===== src/rtl/adrv9001_rx_serdes_phase_track_pkg.sv =====
// Shared definitions for the ADRV9001 RX strobe-phase tracker.
//   track_state_e : phase-tracking FSM encoding (SEARCH=0, CONFIRM=1, LOCKED=2, HOLD=3)
//   ERR_W         : width of the saturating strobe error counter
//   CNT_W         : width of the lock/unlock qualification counters
package adrv9001_rx_serdes_phase_track_pkg;

  localparam int ERR_W = 16;
  localparam int CNT_W = 8;

  typedef enum logic [1:0] {
    ST_SEARCH  = 2'd0,
    ST_CONFIRM = 2'd1,
    ST_LOCKED  = 2'd2,
    ST_HOLD    = 2'd3
  } track_state_e;

endpackage


===== src/rtl/adrv9001_rx_serdes_phase_track_strb_decode.sv =====
// Stage 1 of the strobe-phase tracker: registered one-hot check and
// MSB-first position encoder for one deserialised strobe word.
// Ports:
//   clk, rst    : clock, synchronous active-high reset
//   strb_valid  : qualifies strb for this cycle
//   strb        : strobe word, strb[WIDTH-1] is earliest in time
//   valid       : registered copy of strb_valid (clears on idle cycles)
//   good / bad  : word had exactly one bit set / did not
//   p           : position of the set bit counted from the MSB
module adrv9001_strb_decode
  import adrv9001_rx_serdes_phase_track_pkg::*;
#(
  parameter  int WIDTH = 16,
  localparam int PW    = $clog2(WIDTH)
) (
  input  logic             clk,
  input  logic             rst,
  input  logic             strb_valid,
  input  logic [WIDTH-1:0] strb,
  output logic             valid,
  output logic             good,
  output logic             bad,
  output logic [PW-1:0]    p
);

  logic          one_hot;
  logic [PW-1:0] pos;
  logic          valid_d, valid_q;
  logic          good_d, good_q;
  logic          bad_d, bad_q;
  logic [PW-1:0] p_d, p_q;

  // Clearing the lowest set bit leaves zero only for a single-bit word.
  // The position scan keeps the highest set bit; it only matters when one-hot.
  always_comb begin
    one_hot = (strb != '0) && ((strb & (strb - WIDTH'(1))) == '0);
    pos     = '0;
    for (int i = 0; i < WIDTH; i++) begin
      if (strb[i]) pos = PW'(WIDTH - 1 - i);
    end
  end

  // Decode fields hold their last value on idle cycles; only valid drops.
  always_comb begin
    valid_d = strb_valid;
    good_d  = good_q;
    bad_d   = bad_q;
    p_d     = p_q;
    if (strb_valid) begin
      good_d = one_hot;
      bad_d  = !one_hot;
      p_d    = pos;
    end
  end

  always_ff @(posedge clk) begin
    if (rst) begin
      valid_q <= 1'b0;
      good_q  <= 1'b0;
      bad_q   <= 1'b0;
      p_q     <= '0;
    end else begin
      valid_q <= valid_d;
      good_q  <= good_d;
      bad_q   <= bad_d;
      p_q     <= p_d;
    end
  end

  assign valid = valid_q;
  assign good  = good_q;
  assign bad   = bad_q;
  assign p     = p_q;

endmodule


===== src/rtl/adrv9001_rx_serdes_phase_track.sv =====
// Strobe-phase tracker for the ADRV9001 RX SERDES path. Decodes the strobe
// position of each word, qualifies it with lock/unlock hysteresis and counts
// strobe errors. Downstream word alignment must only act while phase_valid.
// Ports:
//   clk, rst     : clock, synchronous active-high reset
//   strb_valid   : strb qualifier; there is no back-pressure, every cycle with
//                  strb_valid=1 delivers exactly one word, idle cycles are ignored
//   strb         : deserialised strobe word, MSB first in time
//   err_clr      : clears err_cnt (wins over a coincident error)
//   phase        : locked phase offset counted from the MSB
//   phase_valid  : high while locked (LOCKED or HOLD)
//   locked       : same as phase_valid, for the status register
//   lock_lost    : one-cycle pulse when lock drops
//   err_cnt      : saturating strobe error count
//   dbg_state    : current FSM state (track_state_e encoding)
module adrv9001_rx_serdes_phase_track
  import adrv9001_rx_serdes_phase_track_pkg::*;
#(
  parameter  int WIDTH      = 16,
  parameter  int LOCK_CNT   = 8,
  parameter  int UNLOCK_CNT = 4,
  localparam int PW         = $clog2(WIDTH)
) (
  input  logic             clk,
  input  logic             rst,
  input  logic             strb_valid,
  input  logic [WIDTH-1:0] strb,
  input  logic             err_clr,
  output logic [PW-1:0]    phase,
  output logic             phase_valid,
  output logic             locked,
  output logic             lock_lost,
  output logic [ERR_W-1:0] err_cnt,
  output logic [1:0]       dbg_state
);

  logic          s1_valid, s1_good, s1_bad;
  logic [PW-1:0] s1_p;

  adrv9001_strb_decode #(.WIDTH(WIDTH)) u_decode (
    .clk        (clk),
    .rst        (rst),
    .strb_valid (strb_valid),
    .strb       (strb),
    .valid      (s1_valid),
    .good       (s1_good),
    .bad        (s1_bad),
    .p          (s1_p)
  );

  track_state_e     state_d, state_q;
  logic [PW-1:0]    cand_d, cand_q;
  logic [PW-1:0]    phase_d, phase_q;
  logic [CNT_W-1:0] cnt_d, cnt_q;
  logic [CNT_W-1:0] miss_d, miss_q;
  logic             lock_lost_d, lock_lost_q;
  logic [ERR_W-1:0] err_d, err_q;
  logic             err_ev;
  logic             match_phase;

  always_comb begin
    state_d     = state_q;
    cand_d      = cand_q;
    phase_d     = phase_q;
    cnt_d       = cnt_q;
    miss_d      = miss_q;
    lock_lost_d = 1'b0;
    err_ev      = 1'b0;
    match_phase = s1_good && (s1_p == phase_q);

    if (s1_valid) begin
      err_ev = s1_bad;
      case (state_q)
        ST_SEARCH: begin
          if (s1_good) begin
            if (LOCK_CNT == 1) begin
              state_d = ST_LOCKED;
              phase_d = s1_p;
              cnt_d   = '0;
              miss_d  = '0;
            end else begin
              state_d = ST_CONFIRM;
              cand_d  = s1_p;
              cnt_d   = CNT_W'(1);
            end
          end
        end
        ST_CONFIRM: begin
          if (s1_bad) begin
            state_d = ST_SEARCH;
            cnt_d   = '0;
          end else if (s1_p == cand_q) begin
            if (cnt_q + CNT_W'(1) == CNT_W'(LOCK_CNT)) begin
              state_d = ST_LOCKED;
              phase_d = cand_q;
              cnt_d   = '0;
              miss_d  = '0;
            end else begin
              cnt_d = cnt_q + CNT_W'(1);
            end
          end else begin
            // A different good phase restarts qualification from this word.
            cand_d = s1_p;
            cnt_d  = CNT_W'(1);
          end
        end
        ST_LOCKED: begin
          if (match_phase) begin
            miss_d = '0;
          end else begin
            err_ev = 1'b1;
            if (UNLOCK_CNT == 1) begin
              state_d     = ST_SEARCH;
              lock_lost_d = 1'b1;
              miss_d      = '0;
            end else begin
              state_d = ST_HOLD;
              miss_d  = CNT_W'(1);
            end
          end
        end
        ST_HOLD: begin
          if (match_phase) begin
            state_d = ST_LOCKED;
            miss_d  = '0;
          end else begin
            err_ev = 1'b1;
            if (miss_q + CNT_W'(1) == CNT_W'(UNLOCK_CNT)) begin
              // phase is deliberately left at its last locked value.
              state_d     = ST_SEARCH;
              lock_lost_d = 1'b1;
              miss_d      = '0;
              cnt_d       = '0;
            end else begin
              miss_d = miss_q + CNT_W'(1);
            end
          end
        end
        default: state_d = ST_SEARCH;
      endcase
    end

    err_d = err_q;
    if (err_clr) begin
      err_d = '0;
    end else if (err_ev && (err_q != '1)) begin
      err_d = err_q + ERR_W'(1);
    end
  end

  always_ff @(posedge clk) begin
    if (rst) begin
      state_q     <= ST_SEARCH;
      cand_q      <= '0;
      phase_q     <= '0;
      cnt_q       <= '0;
      miss_q      <= '0;
      lock_lost_q <= 1'b0;
      err_q       <= '0;
    end else begin
      state_q     <= state_d;
      cand_q      <= cand_d;
      phase_q     <= phase_d;
      cnt_q       <= cnt_d;
      miss_q      <= miss_d;
      lock_lost_q <= lock_lost_d;
      err_q       <= err_d;
    end
  end

  // HOLD still counts as locked: the phase is trusted until misses run out.
  assign locked      = (state_q == ST_LOCKED) || (state_q == ST_HOLD);
  assign phase_valid = locked;
  assign phase       = phase_q;
  assign lock_lost   = lock_lost_q;
  assign err_cnt     = err_q;
  assign dbg_state   = state_q;

endmodule


===== config.mk =====
export PLATFORM = sky130hd
export DESIGN_NAME = adrv9001_rx_serdes_phase_track
export DESIGN_NICKNAME = d
export VERILOG_FILES = /design/src/rtl/adrv9001_rx_serdes_phase_track_pkg.sv /design/src/rtl/adrv9001_rx_serdes_phase_track_strb_decode.sv /design/src/rtl/adrv9001_rx_serdes_phase_track.sv
export SDC_FILE = /design/constraint.sdc
export NUM_CORES = 1
export LEC_CHECK = 0
export BUFFER_PORTS_ARGS = -buffer_cell sky130_fd_sc_hd__buf_2
export CAP_MARGIN = 15
export CORE_ASPECT_RATIO = 1.25
export CORE_MARGIN = 1
export CORE_UTILIZATION = 56
export CTS_BUF_LIST = sky130_fd_sc_hd__clkbuf_8
export DETAILED_ROUTE_END_ITERATION = 10
export PLACE_DENSITY = 0.79
export SKIP_LAST_GASP = 1
export SLEW_MARGIN = 0
export SYNTH_ARGS = -nofsm -noshare
export SYNTH_HDL_FRONTEND = slang
export SYNTH_HIERARCHICAL = 1
export SYNTH_SLANG_ARGS = --single-unit

===== constraint.sdc =====
create_clock -name clk -period 2.4 [get_ports clk]
set_input_delay 0.24 -clock clk [delete_from_list [all_inputs] [get_ports clk]]
set_output_delay 0.24 -clock clk [all_outputs]
set_load 0.02 [all_outputs]

==> flow_summary.yaml <==
status:
  status: "finished, final reports clean"
layout:
  fin_nets: 436
  diodes: 0
  layout-drive-gt1-share: 0.1937
  postLayoutCellArea_um2: 3336
  final_util: 0.6567
  area_delta_synth_final_pct: 12.21
clock_network:
  holdBufCountCts: 0
  cts.path.max_buffers: 2
  cts_buffers: 5
  clkLatencyLatePin_ns: 0.31
  htree_levels: 2
  clock_tree.root_cell: "clkbuf_8"
  cts_tree: "built"
  clkSinkCount: 50
  post_cts_resize_count: 0
  postCtsSetupRepairBufs: 0
  clkTransAtPathRegs_ns: 0.08
worst_setup_path:
  crit_fanout: 11
  path_buf_inv: 0
  startpoint_type: "register"
  slowest_stage: "or4_1"
  endpoint_kind: "register"
  critPathRequiredTime_ns: 2.65
  max_stage_delay_ns: 0.54
  crit_type: "register to register"
  crit_family: "simple AND/OR/NAND/NOR gates"
  worstPathCellList: "ha_1 > and2_1 > nand4_1 > o2111ai_1 > or4_1 > nand2_1"
  cp.arrival_ns: 2.37
synthesis:
  syn-num-nets: 393
  synth_area_um2: 2973
  synth_edf_count: 0
  synth_area_leaders: "dfxtp_1 34%, nand2_1 5.6%, nor2_1 4.8%"
  synth_top_area_share: 0.3367
  synthCells: 370
  synth_area_per_cell_um2: 8.035
  synthFlopType: "dfxtp_1"
  ys_ff_latch: 50
  async_reset_ff_frac: 0
  yosys.area.top_type: "dfxtp_1"
  seq_area_frac_synth: 0.3367
  ys_types: 63
  ys_warn_count: 6
floorplanning:
  die_w_um: 67.17
  fp.dieH_um: 83.46
  num_rows: 29
  start_util: 0.5852
  core_um2: 5080
  die-area_um2: 5606
  pin_count: 45
place:
  gp_congestion: 0.8425
  hpwl_mm: 5.057
  placed_cell_area_um2: 3259
  place_ws_ns: 0.3026
  io_buffers: 44
route:
  via_per_inst: 5.958
  drc: 0
  vias: 2830
  post_drt_wl_per_cell_um: 14.13
  postRouteAntennaNets: 0
  drt_wl_total_mm: 6.712
  drt_iter0_markers: 127
  first_pass_iters: 4
sta:
  skew_ns: 0.01220
  period_share: 0.8819
  tightest_slew_ns: 0.7480
  rsz0062_at_grt: "no"
  setup_viol: 0
  timing.fmax_mhz: 472.5
  final_hold_viol_count: 0
  timing.final.ws_setup_ns: 0.2834
  drv_slew: 0
  max_slew_margin: 0.5008
  period_needed_ns: 2.117
  final.setup.tns_ns: 0
pwr:
  ir_drop_mv: 0.2656
  power_uw: 1410
  leakage_uw: 0.001322
  power.density_nw_per_um2: 422.7
job:
  cap_violations: 0
global_routing:
  grt_pass1_vias: 2635
  grt_overflow: 0
  grt_max_degree: 29
  track_usage: 0.2543
  grt_pass1_wl_mm: 11.17
  grt_antenna_before_repair: 0
worst_hold_path:
  holdCritPathClass: "primary input to register"
## Yosys cell counts, types with 4 or more instances
master,number
a21oi_1,22
a31o_2,4
and2_1,4
and3_1,6
clkbuf_1,10
dfxtp_1,50
inv_1,15
mux2i_1,14
nand2_1,44
nand2b_1,9
nand3_1,14
nand4_1,10
nor2_1,38
nor3_1,7
o211ai_1,5
o21ai_0,14
o221ai_1,6
or3_1,15
or4_1,8
xnor2_1,4
xor2_1,7
## sequential cells by signal, indices dropped and copies added, names as in the netlist, 2 cells and up
name / flops
u_decode/p: 4
phase: 4
miss_q: 8
dbg_state: 2
cand_q: 4
cnt_q: 8
err_cnt: 16
## layer usage
metal / vias to the layer above / routed length, µm / GRT usage
met2: 58 / 3461 / 0.4345
met5: - / 0 / 0
met4: 0 / 108 / 0.1199
met1: 1318 / 2936 / 0.2968
li1: 1445 / - / -
met3: 9 / 206 / 0.04372
## stage by stage
step | hold WS, ns | cells
5_1_grt | 0.2957 | 475
3_5_place_dp | 0.4847 | 468
4_1_cts | 0.2788 | 475
2_1_floorplan | 0.3091 | 370
6_report | 0.2888 | 475
3_3_place_gp | 0.4768 | 468
## where the power goes
part           internal [µW]  switching, µW
Clock                    193            263
Combinational           43.9           70.4
Sequential               833           7.53
Total                   1070            341
## placed cells by master (no fill, tap or decap), drive strengths merged, types with 6 or more instances in the layout
| master | instances |
|---|---|
| buf | 51 |
| dfxtp | 50 |
| nand2 | 44 |
| nor2 | 40 |
| a21oi | 22 |
| inv | 17 |
| or3 | 16 |
| nand3 | 16 |
| o21ai | 14 |
| mux2i | 14 |
| nand4 | 10 |
| or4 | 10 |
| nand2b | 9 |
| nor3 | 8 |
| xor2 | 7 |
| and3 | 7 |
| o221ai | 6 |
## layout make-up
class                      count  area, µm²
sequential                    50       1001
tap                           62      77.57
fill                         461       1744
clock buffer                   5      68.82
timing repair buffer          51      272.8
inverter                      15      56.30
multi-input combinational    290       1852
clock inverter                 2      7.507
## cells by family (layout without fill, tap and decap cells)
group,Yosys count,in the layout,share of synthesized area
fa+ha+maj,5,5,0.01936
flops,50,50,0.3367
mux,14,14,0.04714
compound gates,82,82,0.2008
xor+xnor,11,11,0.03241
buf+inv,30,73,0.04040
simple gates,178,178,0.3232
## tightest hold or removal path, cell delays in order
cell and delay (ns):
buf_2 0.11, nor2_1 0.06, nand4_1 0.07, a21oi_1 0.06
## final timing paths
check	startpoint	end	slack [ns]	cells past startpoint
worst max-delay path	err_cnt[0]	err_cnt[11]	0.28	6
worst min-delay path	strb[11]	u_decode/p[3]	0.29	4
worst max register to register	err_cnt[0]	err_cnt[11]	0.28	6
worst min register to register	err_cnt[14]	err_cnt[14]	0.50	2
No activity file was read; power rests on OpenSTA's default activity.
